**config.mk**
```make
export PLATFORM = sky130hd
export DESIGN_NAME = alarm_responder
export DESIGN_NICKNAME = d
export VERILOG_FILES = /design/src/rtl/alarm_pkg.sv /design/src/rtl/alarm_responder_rise_detect.sv /design/src/rtl/alarm_responder.sv
export SDC_FILE = /design/constraint.sdc
export NUM_CORES = 1
export LEC_CHECK = 0
export CAP_MARGIN = 15
export CORE_MARGIN = 2
export CORE_UTILIZATION = 49
export DETAILED_ROUTE_END_ITERATION = 8
export PLACE_DENSITY = 0.79
export SETUP_SLACK_MARGIN = 0.3
export SLEW_MARGIN = 10
export SYNTH_ARGS = -nofsm -noshare
export SYNTH_HDL_FRONTEND = slang
export SYNTH_SLANG_ARGS = --single-unit
```
**constraint.sdc**
```tcl
create_clock -name funct_clk -period 4.5 [get_ports funct_clk]
set_clock_uncertainty 0.1 [all_clocks]
set_input_delay 0.9 -clock funct_clk [delete_from_list [all_inputs] [get_ports funct_clk]]
set_output_delay 0.9 -clock funct_clk [all_outputs]
set_load 0.02 [all_outputs]
```
**src/rtl/alarm_pkg.sv**
```systemverilog
// Shared definitions for the alarm responder: state encodings and default timing constants.
package alarm_pkg;

   typedef enum logic [1:0] {
      IDLE   = 2'd0,
      RING   = 2'd1,
      SNOOZE = 2'd2
   } state_t;

   localparam int unsigned DEF_RING_SEC   = 60;
   localparam int unsigned DEF_SNOOZE_SEC = 300;
   localparam int unsigned DEF_CNT_W      = 9;

endpackage

```
**src/rtl/alarm_responder_rise_detect.sv**
```systemverilog
// Synchronous rising-edge detector; the pulse is registered, so it appears one clock after the edge is sampled.
module rise_detect #(
   parameter logic RST_VAL = 1'b0
) (
   input  logic clk,
   input  logic rst,
   input  logic d,
   output logic rise
);

   logic prev;

   always_ff @(posedge clk) begin
      if (rst) begin
         prev <= RST_VAL;
         rise <= 1'b0;
      end else begin
         prev <= d;
         rise <= d & ~prev;
      end
   end

endmodule

```
**src/rtl/alarm_responder.sv**
```systemverilog
// Alarm responder: rings on a rising alarm match, stops, snoozes and auto-silences with a sticky missed flag.
// Optional snooze support is built when ALARM_SNOOZE_EN is defined.
module alarm_responder
   import alarm_pkg::*;
#(
   parameter int unsigned RING_SEC   = DEF_RING_SEC,
   parameter int unsigned SNOOZE_SEC = DEF_SNOOZE_SEC,
   parameter int unsigned CNT_W      = DEF_CNT_W
) (
   input  logic funct_clk,
   input  logic rst,
   input  logic tick,
   input  logic armed,
   input  logic z,
   input  logic stop,
   input  logic snooze,
   output logic buzzer,
   output logic ringing,
   output logic snoozing,
   output logic missed
);

   localparam logic [CNT_W-1:0] RING_LAST = CNT_W'(RING_SEC - 1);
   localparam logic [CNT_W-1:0] CNT_ONE   = CNT_W'(1);

   state_t           state, state_n;
   logic [CNT_W-1:0] cnt, cnt_n;
   logic             phase, phase_n;
   logic             missed_q, missed_n;
   logic             tick_d;
   logic             z_rise, stop_rise;

   rise_detect #(.RST_VAL(1'b1)) u_z_rise (
      .clk  (funct_clk),
      .rst  (rst),
      .d    (z),
      .rise (z_rise)
   );

   rise_detect #(.RST_VAL(1'b0)) u_stop_rise (
      .clk  (funct_clk),
      .rst  (rst),
      .d    (stop),
      .rise (stop_rise)
   );

`ifdef ALARM_SNOOZE_EN
   localparam logic [CNT_W-1:0] SNOOZE_LAST = CNT_W'(SNOOZE_SEC - 1);
   logic snooze_rise;

   rise_detect #(.RST_VAL(1'b0)) u_snooze_rise (
      .clk  (funct_clk),
      .rst  (rst),
      .d    (snooze),
      .rise (snooze_rise)
   );
`else
   logic [CNT_W:0] unused_snooze;
   assign unused_snooze = {snooze, CNT_W'(SNOOZE_SEC - 1)};
`endif

   // tick is delayed to line up with the registered edge pulses, so a tick and
   // a button press arriving together are arbitrated in the same cycle.
   always_ff @(posedge funct_clk) begin
      if (rst) begin
         state    <= IDLE;
         cnt      <= '0;
         phase    <= 1'b0;
         missed_q <= 1'b0;
         tick_d   <= 1'b0;
      end else begin
         state    <= state_n;
         cnt      <= cnt_n;
         phase    <= phase_n;
         missed_q <= missed_n;
         tick_d   <= tick;
      end
   end

   always_comb begin
      state_n  = state;
      cnt_n    = cnt;
      phase_n  = phase;
      missed_n = missed_q;
      if (!armed) begin
         state_n = IDLE;
         cnt_n   = '0;
         phase_n = 1'b0;
      end else begin
         case (state)
            IDLE: begin
               if (stop_rise) begin
                  missed_n = 1'b0;
               end else if (z_rise) begin
                  state_n = RING;
                  cnt_n   = '0;
                  phase_n = 1'b1;
               end
            end
            RING: begin
               if (stop_rise) begin
                  state_n = IDLE;
                  cnt_n   = '0;
                  phase_n = 1'b0;
`ifdef ALARM_SNOOZE_EN
               end else if (snooze_rise) begin
                  state_n = SNOOZE;
                  cnt_n   = '0;
                  phase_n = 1'b0;
`endif
               end else if (tick_d) begin
                  if (cnt == RING_LAST) begin
                     state_n  = IDLE;
                     cnt_n    = '0;
                     phase_n  = 1'b0;
                     missed_n = 1'b1;
                  end else begin
                     cnt_n   = cnt + CNT_ONE;
                     phase_n = ~phase;
                  end
               end
            end
`ifdef ALARM_SNOOZE_EN
            SNOOZE: begin
               if (stop_rise) begin
                  state_n = IDLE;
                  cnt_n   = '0;
                  phase_n = 1'b0;
               end else if (tick_d) begin
                  if (cnt == SNOOZE_LAST) begin
                     state_n = RING;
                     cnt_n   = '0;
                     phase_n = 1'b1;
                  end else begin
                     cnt_n = cnt + CNT_ONE;
                  end
               end
            end
`endif
            default: begin
               state_n = IDLE;
               cnt_n   = '0;
               phase_n = 1'b0;
            end
         endcase
      end
   end

   assign ringing = (state == RING);
   assign buzzer  = (state == RING) & phase;
   assign missed  = missed_q;
`ifdef ALARM_SNOOZE_EN
   assign snoozing = (state == SNOOZE);
`else
   assign snoozing = 1'b0;
`endif

endmodule

```
==> metrics.md, run 1 <==
| Metric | Value |
|---|---|
| Arrival @ worst endpoint | `1570 ps` |
| Pleak | `0.3066 nW` |
| Core area | `1489 µm²` |
| Die Y | `43.60 µm` |
| Post-synthesis sequential area ratio | `44.30%` |
| Iter 0 DRT Violations | `14` |
| Critical Path End Type | `output pin` |
| Fin worst setup slack | `1933 ps` |
| Initial Util | `51.60%` |
| Status | `complete, no violations` |
| RSZ-0062 raised after global routing | `no` |
| Crit path max fanout | `8` |
| CTS root buffer | `clkbuf_4` |
| WP data required | `3500 ps` |
| Kind of critical path | `reg -> out` |
| Synth warn | `0` |
| Via count | `590` |
| Area Growth Syn to Fin | `14.17%` |
| Top achievable clock speed | `0.3895 GHz` |
| Min cycle time layout | `2567 ps` |
| Residual DRC count | `0` |
| Total clock sinks | `17` |
| Largest net degree at the start of global routing | `11` |
| CTS hold repair buffers | `0` |
| Pwr dens | `291.4 nW/µm²` |
| Cells along the critical path | `and2_2, clkdlybuf4s50_1` |
| Clock transition at path regs | `100 ps` |
| CTS tree | `built` |
| Number of global-route vias before repair | `532` |
| Mapped Area | `768.2 µm²` |
| Biggest cell delay along the critical path | `590 ps` |
| Fill count | `137` |
| HP Class | `reg -> reg` |
| Detailed placement HPWL | `973.4 µm` |
| PortBufs | `8` |
| Number of enable flip-flop cells after synthesis | `0` |
| Maxcap violations | `0` |
| Placed cell areas | `849.6 µm²` |
| Clk_lat worst skew | `300 ps` |
| Final period utilization | `57.05%` |
| # Post-CTS Setup Buffers | `0` |
| Slew Limit Fails | `0` |
| Diodes inserted | `0` |
| Grt total ovfl | `0` |
| Number of I/O pins | `11` |
| Setup Viol. Count Final | `0` |
| Routed Antenna Nets | `0` |
| Gpl congestion | `0.7521` |
| Final hold vios | `0` |
| Wire length per cell | `12.52 µm` |
| Antenna violations before repair | `0` |
| Setup TNS | `0 ps` |
| Synth cell types | `32` |
| Tot GR Track Use | `16.61%` |
| Startpoint types | `flop` |
| Drt total wl | `1340 µm` |
| Dpl ws | `1894 ps` |
| Post-Synthesis Cells | `81` |
| Slowest-stage cell, CP | `clkdlybuf4s50_1` |
| Final #Nets | `101` |
| Width of the die | `43.60 µm` |
| Layout cells sized above 1 | `13.19%` |
| CTS H-tree lvls | `1` |
| Post-synth net total | `90` |
| Synth Register Bits | `17` |
| Synth async-reset ratio | `0%` |
| Post-route cell area | `877.1 µm²` |
| Ys flop type | `dfxtp_1` |
| # rows | `14` |
| CTS max path bufs | `2` |
| Post-synthesis average cell area | `9.484 µm²` |
| Peak VDD IR | `0.2034 mV` |
| Number of buffers created by CTS | `3` |
| TritonRoute pass-1 iters | `4` |
| Global-route wire length before repair | `2325 µm` |
| Die area | `1901 µm²` |
| Drt via density | `5.514` |
| Post-CTS resize count | `0` |
## metrics by stage
step | power [mW] | util, % | hold WS, ps | instances
6_report | 0.2556 | 58.91 | 297.6 | 107
5_1_grt | 0.2609 | 58.91 | 331.8 | 107
4_1_cts | 0.2559 | 58.91 | 296.6 | 107
3_3_place_gp | 0.1736 | 57.06 | 273.2 | 103
2_1_floorplan | 0.1687 | - | 267.4 | 81
3_5_place_dp | 0.1743 | 57.06 | 281.6 | 103
## flip-flops by register name (all words and copies together) (netlist names)
name / count
cnt: 9
u_stop_rise.rise: 1
u_z_rise.prev: 1
u_z_rise.rise: 1
u_stop_rise.prev: 1
state: 1
tick_d: 1
phase: 1
missed: 1
## synth_stat cells (3+ instances only)
master | n | area, µm²
dfxtp_1 | 17 | 340.3
nand2_1 | 3 | 11.26
nand3_1 | 4 | 20.02
nor2_1 | 8 | 30.03
nor2b_1 | 4 | 25.02
nor3_1 | 4 | 20.02
nor4_1 | 4 | 25.02
xnor2_1 | 7 | 61.31
## path summary, 6_finish.rpt
kind                            slack [ps]  cells past startpoint                        start                           to
worst min register to register         300                      1  u_stop_rise.prev$_SDFF_PP0_  u_stop_rise.rise$_SDFF_PP0_
worst max-delay path                  1930                      2        state[0]$_SDFFE_PP0P_                       buzzer
worst min-delay path                   300                      1  u_stop_rise.prev$_SDFF_PP0_  u_stop_rise.rise$_SDFF_PP0_
worst max register to register        2460                      6        state[0]$_SDFFE_PP0P_          cnt[5]$_SDFFE_PP0P_
## final cells by class
class	count	area [µm²]	share of cell area, %
Multi-Input combinational cell	60	401.6	45.79
Sequential cell	17	340.3	38.80
Timing Repair Buffer	8	80.08	9.130
Clock buffer	3	22.52	2.568
Tap cell	16	20.02	2.282
Inverter	2	7.507	0.8559
Clock inverter	1	5.005	0.5706
## layout by cell type, fill, tap and decap left out, drive strengths merged
cell type / n
clkbuf: 3
nor3: 4
a211oi: 1
xnor2: 7
clkdlybuf4s50: 8
a31oi: 1
o22a: 1
inv: 2
or3: 2
or2: 2
a21oi: 3
nor4: 4
nor2: 9
o21bai: 1
o21ai: 1
nor3b: 3
o311a: 1
ha: 2
nand2: 3
nand4: 1
o211a: 1
conb: 1
dfxtp: 17
nand2b: 1
and3: 2
nor2b: 4
and2: 1
nand3: 4
clkinv: 1
## where the power goes
group | internal (mW) | switching [mW]
Clock | 0.0331 | 0.0517
Sequential | 0.153 | 0.00243
Combinational | 0.00785 | 0.00747
## critical path, delay by kind of cell (launching register included)
family	cells	cell delay, ps
buffers and inverters	1	590
flip-flops	1	480
AND/OR/NAND/NOR	1	190
## per-layer routing
| metal | vias to the layer above | global-route usage, % | wire length, µm |
|---|---|---|---|
| met5 | - | 0 | 0 |
| met4 | 0 | 11.52 | 38 |
| met3 | 4 | 2.500 | 48 |
| met2 | 16 | 25.88 | 636 |
| met1 | 266 | 20.94 | 616 |
| li1 | 304 | - | - |
## cell families after synthesis
family          count (synthesis)  synth area share (%)
compound gates                 10                 10.75
buf+inv                         4                 3.421
simple gates                   40                 29.81
xor+xnor                        7                 7.981
fa+ha+maj                       2                 3.257
flops                          17                 44.30
other cells                     1                0.4881
(Power assumes the default switching activity.)
==> run 2, diff against run 1 <==
--- a/config.mk
+++ b/config.mk
@@ -7,9 +7,9 @@
 export LEC_CHECK = 0
 export CAP_MARGIN = 15
 export CORE_MARGIN = 2
-export CORE_UTILIZATION = 49
+export CORE_UTILIZATION = 46
 export DETAILED_ROUTE_END_ITERATION = 8
-export PLACE_DENSITY = 0.79
+export PLACE_DENSITY = 0.78
 export SETUP_SLACK_MARGIN = 0.3
 export SLEW_MARGIN = 10
 export SYNTH_ARGS = -nofsm -noshare
==> constraint.sdc (replaced) <==
create_clock -name funct_clk -period 2.2 [get_ports funct_clk]
set_clock_uncertainty 0.1 [all_clocks]
set_input_delay 0.44 -clock funct_clk [delete_from_list [all_inputs] [get_ports funct_clk]]
set_output_delay 0.44 -clock funct_clk [all_outputs]
set_load 0.02 [all_outputs]
==> run 2 against run 1 <==
  * Global-route usage down 0.42 points
  * Non-clock buffer count rose by 2
  * Power grew 100%
==> metrics.md, run 2 (synthesized netlist as in run 1, its figures left out) <==
| Metric | Value |
|---|---|
| Number of global-route vias before repair | `520 (-2.3%)` |
| Width of the die | `44.87 µm (+2.9%)` |
| Grt total ovfl | `0 (unchanged)` |
| Wire length per cell | `12.83 µm (+2.5%)` |
| Final #Nets | `103 (+2.0%)` |
| Clock transition at path regs | `100 ps (about the same)` |
| Antenna violations before repair | `0 (unchanged)` |
| Routed Antenna Nets | `0 (unchanged)` |
| Clk pwr share | `32.7% (-0.5 points)` |
| Top achievable clock speed | `0.5384 GHz` |
| CTS max path bufs | `2 (unchanged)` |
| Drt total wl | `1399 µm (+4.4%)` |
| RSZ-0062 raised after global routing | `no` |
| Fill count | `148 (+8.0%)` |
| Maxcap violations | `0 (unchanged)` |
| PortBufs | `8 (unchanged)` |
| Peak VDD IR | `0.4674 mV (+130%)` |
| Int Power | `0.3984 mW (+110%)` |
| Global-route wire length before repair | `2235 µm (-3.9%)` |
| Startpoint types | `flop` |
| Largest net degree at the start of global routing | `11 (unchanged)` |
| Arrival @ worst endpoint | `1320 ps (-250 ps)` |
| Switching Share | `23.70% (-0.41 points)` |
| Final hold vios | `0 (unchanged)` |
| Gate power share | `6.6% (+0.6 points)` |
| # rows | `14 (unchanged)` |
| Via count | `627 (+6.3%)` |
| Reg power frac | `60.7% (about the same)` |
| Diodes inserted | `0 (unchanged)` |
| CTS tree | `built` |
| HP Class | `reg -> reg` |
| Die area | `2013 µm² (+5.9%)` |
| FF-to-FF setup slack | `400 ps (-2060 ps)` |
| TritonRoute pass-1 iters | `4 (unchanged)` |
| Max reg flops | `9 (unchanged)` |
| Iter 0 DRT Violations | `17 (+3)` |
| Critical Path End Type | `output pin` |
| Worst reg2reg path depth | `6 (unchanged)` |
| Setup TNS | `0 ps (unchanged)` |
| Area Growth Syn to Fin | `17.43%` |
| CTS H-tree lvls | `1 (unchanged)` |
| Pwr dens | `578.8 nW/µm² (+99%)` |
| Final period utilization | `84.43%` |
| Cells along the critical path | `clkdlybuf4s50_1` |
| Status | `complete, no violations` |
| Pleak | `0.3241 nW (+5.7%)` |
| WP data required | `1660 ps (-1840 ps)` |
| Min cycle time layout | `1857 ps` |
| Clk_lat worst skew | `300 ps (about the same)` |
| Die Y | `44.87 µm (+2.9%)` |
| Crit path max fanout | `8 (unchanged)` |
| Kind of critical path | `reg -> out` |
| Number of I/O pins | `11 (unchanged)` |
| Layout cells sized above 1 | `16.13% (+2.9 points)` |
| Slowest-stage cell, CP | `clkdlybuf4s50_1` |
| Most common cell after layout, fill and taps aside | `dfxtp_1` |
| WP depth | `1 (-1)` |
| Biggest cell delay along the critical path | `610 ps (+20 ps)` |
| Number of buffers created by CTS | `3 (unchanged)` |
| Worst path buffer plus inverter count | `1 (unchanged)` |
| Gpl congestion | `0.7875 (+4.7%)` |
| Detailed placement HPWL | `946.6 µm (-2.8%)` |
| Slew Limit Fails | `0 (unchanged)` |
| Total clock sinks | `17 (unchanged)` |
| Core area | `1541 µm² (+3.5%)` |
| Hold depth | `1 (unchanged)` |
| Tot GR Track Use | `16.19% (-0.42 points)` |
| Initial Util | `49.84% (-1.8 points)` |
| NetSw | `0.1238 mW (+100%)` |
| Biggest register | `cnt` |
| Setup Viol. Count Final | `0 (unchanged)` |
| CTS root buffer | `clkbuf_4` |
| Hold WS | `288.3 ps (-9.350 ps)` |
| CP delay by family, top | `buffers and inverters` |
| Residual DRC count | `0 (unchanged)` |
| Overall power | `0.5221 mW (+100%)` |
| Drt via density | `5.752 (+4.3%)` |
| Most frequent cells in the layout | `16 x dfxtp_1, 8 x nor2_1, 7 x xnor2_1, 7 x clkdlybuf4s50_1` |
==> run 2: power by group through the flow <==
stage | combinational (mW) | sequential (mW) | clock (mW)
after floorplan | 0.0212 | 0.324 | 0
after global placement | 0.0328 | 0.325 | 0
after detailed placement | 0.0337 | 0.325 | 0
after CTS | 0.0338 | 0.318 | 0.175
after global routing | 0.0379 | 0.318 | 0.187
final | 0.0343 | 0.317 | 0.171
==> run 2: layout make-up <==
| class | instances | area [µm²] | share of cell area [%] |
|---|---|---|---|
| multi-input cells | 60 | 409.1 | 45.35 |
| flip-flops and latches | 17 | 344.1 | 38.14 |
| repair buffers | 10 | 93.84 | 10.40 |
| clock buffers | 3 | 22.52 | 2.497 |
| well taps | 16 | 20.02 | 2.219 |
| inverters | 2 | 7.507 | 0.8322 |
| clock inverters | 1 | 5.005 | 0.5548 |
==> run 2: repair_timing <==
item / CTS / global route
pin swaps: 0 / 0
resized for setup: 1 / 2
hold endpoints to repair: 0 / 0
endpoints found under the setup margin: 1 / 2
buffers inserted: 0 / 0
hold buffers: 0 / 0
==> run 2: metrics by stage <==
stage | instance area (µm²) | std cells | worst slack [ps] | utilization (%)
final | 902.1 | 109 | 342.6 | 58.52
after global routing | 902.1 | 109 | 310.9 | 58.52
after CTS | 892.1 | 109 | 318.0 | 57.87
after detailed placement | 865.8 | 105 | 182.8 | 56.17
after global placement | 865.8 | 105 | 212.4 | 56.17
after floorplan | 769.5 | 81 | 367.3 | -
==> run 2: final timing paths <==
kind,startpoint,end
worst max-delay path,state[0]$_SDFFE_PP0P_,ringing
worst min-delay path,u_stop_rise.prev$_SDFF_PP0_,u_stop_rise.rise$_SDFF_PP0_
worst max register to register,state[0]$_SDFFE_PP0P_,cnt[6]$_SDFFE_PP0P_
worst min register to register,u_stop_rise.prev$_SDFF_PP0_,u_stop_rise.rise$_SDFF_PP0_
==> run 2: routing by layer <==
metal  track usage [%]  routed length, µm  vias to the layer above
li1                  -                  -                      312
met2             25.22                664                       23
met1             18.59                635                      288
met5                 0                  0                        -
met3             4.800                 72                        4
met4             12.35                 27                        0
==> run 3, diff against run 2 <==
==> constraint.sdc (replaced) <==
create_clock -name funct_clk -period 1.6 [get_ports funct_clk]
set_clock_uncertainty 0.1 [all_clocks]
set_input_delay 0.32 -clock funct_clk [delete_from_list [all_inputs] [get_ports funct_clk]]
set_output_delay 0.32 -clock funct_clk [all_outputs]
set_load 0.02 [all_outputs]
==> run 3 against run 2 <==
  * The flow now finishes with violations (negative setup slack)
  * Clock-buffer cell count is the same
  * Worst hold slack gained 7.8 ps
  * Die area did not move
  * Critical path depth is 5 higher
  * Largest cell class unchanged
  * Global-route usage is 5.4 points higher
  * Setup slack got worse by 370 ps
  * Clock power increased by 40%
  * Core utilization rose by 18 points
  * Sequential cell count is the same
  * Wire length up 58%
  * Non-clock buffer count up 19
==> metrics.md, run 3 (synthesized netlist as in run 1, its figures left out) <==
| Metric | Value |
|---|---|
| Arrival @ worst endpoint | `1760 ps (+440 ps)` |
| Tot GR Track Use | `21.63% (+5.4 points)` |
| Worst reg2reg path depth | `6 (unchanged)` |
| NetSw | `0.1829 mW (+48%)` |
| Setup TNS | `-47.36 ps (-47.36 ps)` |
| Slew Limit Fails | `0 (unchanged)` |
| Width of the die | `44.87 µm (unchanged)` |
| FF-to-FF End | `cnt[6]$_SDFFE_PP0P_` |
| Initial Util | `49.84% (unchanged)` |
| Core area | `1541 µm² (unchanged)` |
| Startpoint types | `flop` |
| Area occupied by multi-input gates | `531.8 µm² (+30%)` |
| Global-route wire length before repair | `3132 µm (+40%)` |
| Overall power | `0.7534 mW (+44%)` |
| Die Y | `44.87 µm (unchanged)` |
| Grt total ovfl | `0 (unchanged)` |
| Largest net degree at the start of global routing | `12 (+1)` |
| Max reg flops | `9 (unchanged)` |
| Iter 0 DRT Violations | `29 (+12)` |
| Hold depth | `1 (unchanged)` |
| Routed Antenna Nets | `0 (unchanged)` |
| Die area | `2013 µm² (unchanged)` |
| WP data required | `1740 ps (+80 ps)` |
| Final hold vios | `0 (unchanged)` |
| Final period utilization | `101.5%` |
| Layout cells sized above 1 | `47.79% (+32 points)` |
| Total clock sinks | `17 (unchanged)` |
| CTS H-tree lvls | `1 (unchanged)` |
| Gate power share | `10.6% (+4.0 points)` |
| Area Growth Syn to Fin | `54.23%` |
| Kind of critical path | `reg -> reg` |
| Violated checks | `negative setup slack` |
| Gpl congestion | `0.7695 (-2.3%)` |
| Peak VDD IR | `0.6885 mV (+47%)` |
| Crit path max fanout | `6 (-2)` |
| Wire length per cell | `17.16 µm (+34%)` |
| Top achievable clock speed | `0.6157 GHz` |
| Pwr dens | `635.9 nW/µm² (+9.9%)` |
| Detailed placement HPWL | `1060 µm (+12%)` |
| Number of global-route vias before repair | `704 (+35%)` |
| Fill count | `103 (-30%)` |
| Register area | `347.8 µm² (+1.1%)` |
| Biggest cell delay along the critical path | `380 ps (-230 ps)` |
| Clock transition at path regs | `110 ps (about the same)` |
| Drt via density | `5.713 (-0.68%)` |
| TritonRoute pass-1 iters | `4 (unchanged)` |
| Int Power | `0.5705 mW (+43%)` |
| CTS max path bufs | `2 (unchanged)` |
| CTS tree | `built` |
| Most frequent cells in the layout | `18 x buf_4, 13 x dfxtp_1, 7 x xnor2_1, 7 x nor2_1` |
| Fin worst setup slack | `-24.21 ps (-366.8 ps)` |
| Final #Nets | `123 (+19%)` |
| # rows | `14 (unchanged)` |
| Slowest-stage cell, CP | `dfxtp_4` |
| Clk pwr share | `31.7% (-1.0 points)` |
| Pleak | `0.4337 nW (+34%)` |
| Critical Path End Type | `flop` |
| Setup Viol. Count Final | `3 (+3)` |
| Via count | `737 (+18%)` |
| CTS root buffer | `clkbuf_4` |
| Biggest register | `cnt` |
| Cells along the critical path | `inv_4, ha_4, o21bai_4, or2_4, or3_4, a21oi_2` |
| PortBufs | `8 (unchanged)` |
| Hold Path Origin | `u_z_rise.prev$_SDFF_PP1_` |
| RSZ-0062 raised after global routing | `yes` |
| Clk_lat worst skew | `300 ps (about the same)` |
| Most common cell after layout, fill and taps aside | `buf_4` |
| Post-route core utilization | `76.87% (+18 points)` |
| Drt total wl | `2214 µm (+58%)` |
| Switching Share | `24.28% (+0.58 points)` |
| Reg power frac | `57.8% (-2.9 points)` |
| CTS hold repair buffers | `0 (unchanged)` |
| Min cycle time layout | `1624 ps` |
| Status | `finished with violations` |
| WHS Endpoint | `u_z_rise.rise$_SDFF_PP0_` |
| Crit Reg-Reg Startpoint | `state[0]$_SDFFE_PP0P_` |
| Diodes inserted | `0 (unchanged)` |
| Residual DRC count | `0 (unchanged)` |
| Maxcap violations | `0 (unchanged)` |
| Number of buffers created by CTS | `3 (unchanged)` |
| Antenna violations before repair | `0 (unchanged)` |
| FF-to-FF setup slack | `-20 ps (-420 ps)` |
| Number of I/O pins | `11 (unchanged)` |
| HP Class | `reg -> reg` |
## run 3: cell types whose count changed in the layout (fill, tap and decap cells not counted), sizes merged
cell / before / now
clkinv: 1 / 0
dlygate4sd2: 1 / 0
o22a: 1 / 2
inv: 2 / 3
clkdlybuf4s50: 7 / 5
buf: 2 / 24
## run 3: power groups by stage
| stage | logic (mW) | clock network (mW) | registers (mW) |
|---|---|---|---|
| 5_1_grt | 0.0852 | 0.267 | 0.436 |
| 2_1_floorplan | 0.0315 | 0 | 0.445 |
| 3_3_place_gp | 0.0566 | 0 | 0.444 |
| 4_1_cts | 0.0688 | 0.243 | 0.435 |
| 3_5_place_dp | 0.0584 | 0 | 0.444 |
| 6_report | 0.0796 | 0.239 | 0.435 |
## run 3: worst max-delay path, delay by kind of cell (launching register included)
family	cells	cell delay [ps]
and+or+nand+nor	2	590
adders and majority gates	1	140
buffers and inverters	1	40
DFF	1	380
AOI/OAI and AO/OA	2	320
## run 3: area by class of cell
cell class | count | share of cell area (%)
repair buffers | 29 | 20.80
flip-flops and latches | 17 | 29.36
inverters | 2 | 0.8448
well taps | 16 | 1.690
clock buffers | 3 | 1.901
multi-input cells | 61 | 44.88
clock inverters | 1 | 0.5280
## run 3: routing by layer
metal | vias to the layer above | share of wire [%] | global-route usage [%]
met5 | - | 0 | 0
met1 | 347 | 41 | 26.37
li1 | 353 | - | -
met2 | 33 | 51 | 35.65
met4 | 0 | 1.2 | 7.059
met3 | 4 | 6.6 | 7.600
## run 3: how the worst max path moves through the flow
stage	start	end	depth (start not counted)
3_5_place_dp	rst	cnt[4]$_SDFFE_PP0P_	5
2_1_floorplan	state[0]$_SDFFE_PP0P_	cnt[6]$_SDFFE_PP0P_	6
5_1_grt	state[0]$_SDFFE_PP0P_	cnt[5]$_SDFFE_PP0P_	7
3_3_place_gp	rst	cnt[6]$_SDFFE_PP0P_	5
4_1_cts	state[0]$_SDFFE_PP0P_	cnt[6]$_SDFFE_PP0P_	6
6_report	state[0]$_SDFFE_PP0P_	cnt[6]$_SDFFE_PP0P_	6
## run 3: what timing repair did
| action | in CTS | in global routing |
|---|---|---|
| gates cloned | 1 | 0 |
| pin swaps | 3 | 11 |
| gates resized for setup | 20 | 21 |
| setup buffers | 5 | 5 |
| setup endpoints to repair | 15 | 14 |
## run 3: metrics by stage
step                      hold slack (ps)  setup WS (ps)  area, µm²  std cells
after CTS                           297.6          20.58       1074        124
after global routing                307.1         -70.67       1185        129
after global placement              272.9         -214.2      958.4        114
final                               296.0         -24.21       1185        129
after floorplan                     267.4         -34.46      794.5         81
after detailed placement            279.9         -270.0      958.4        114
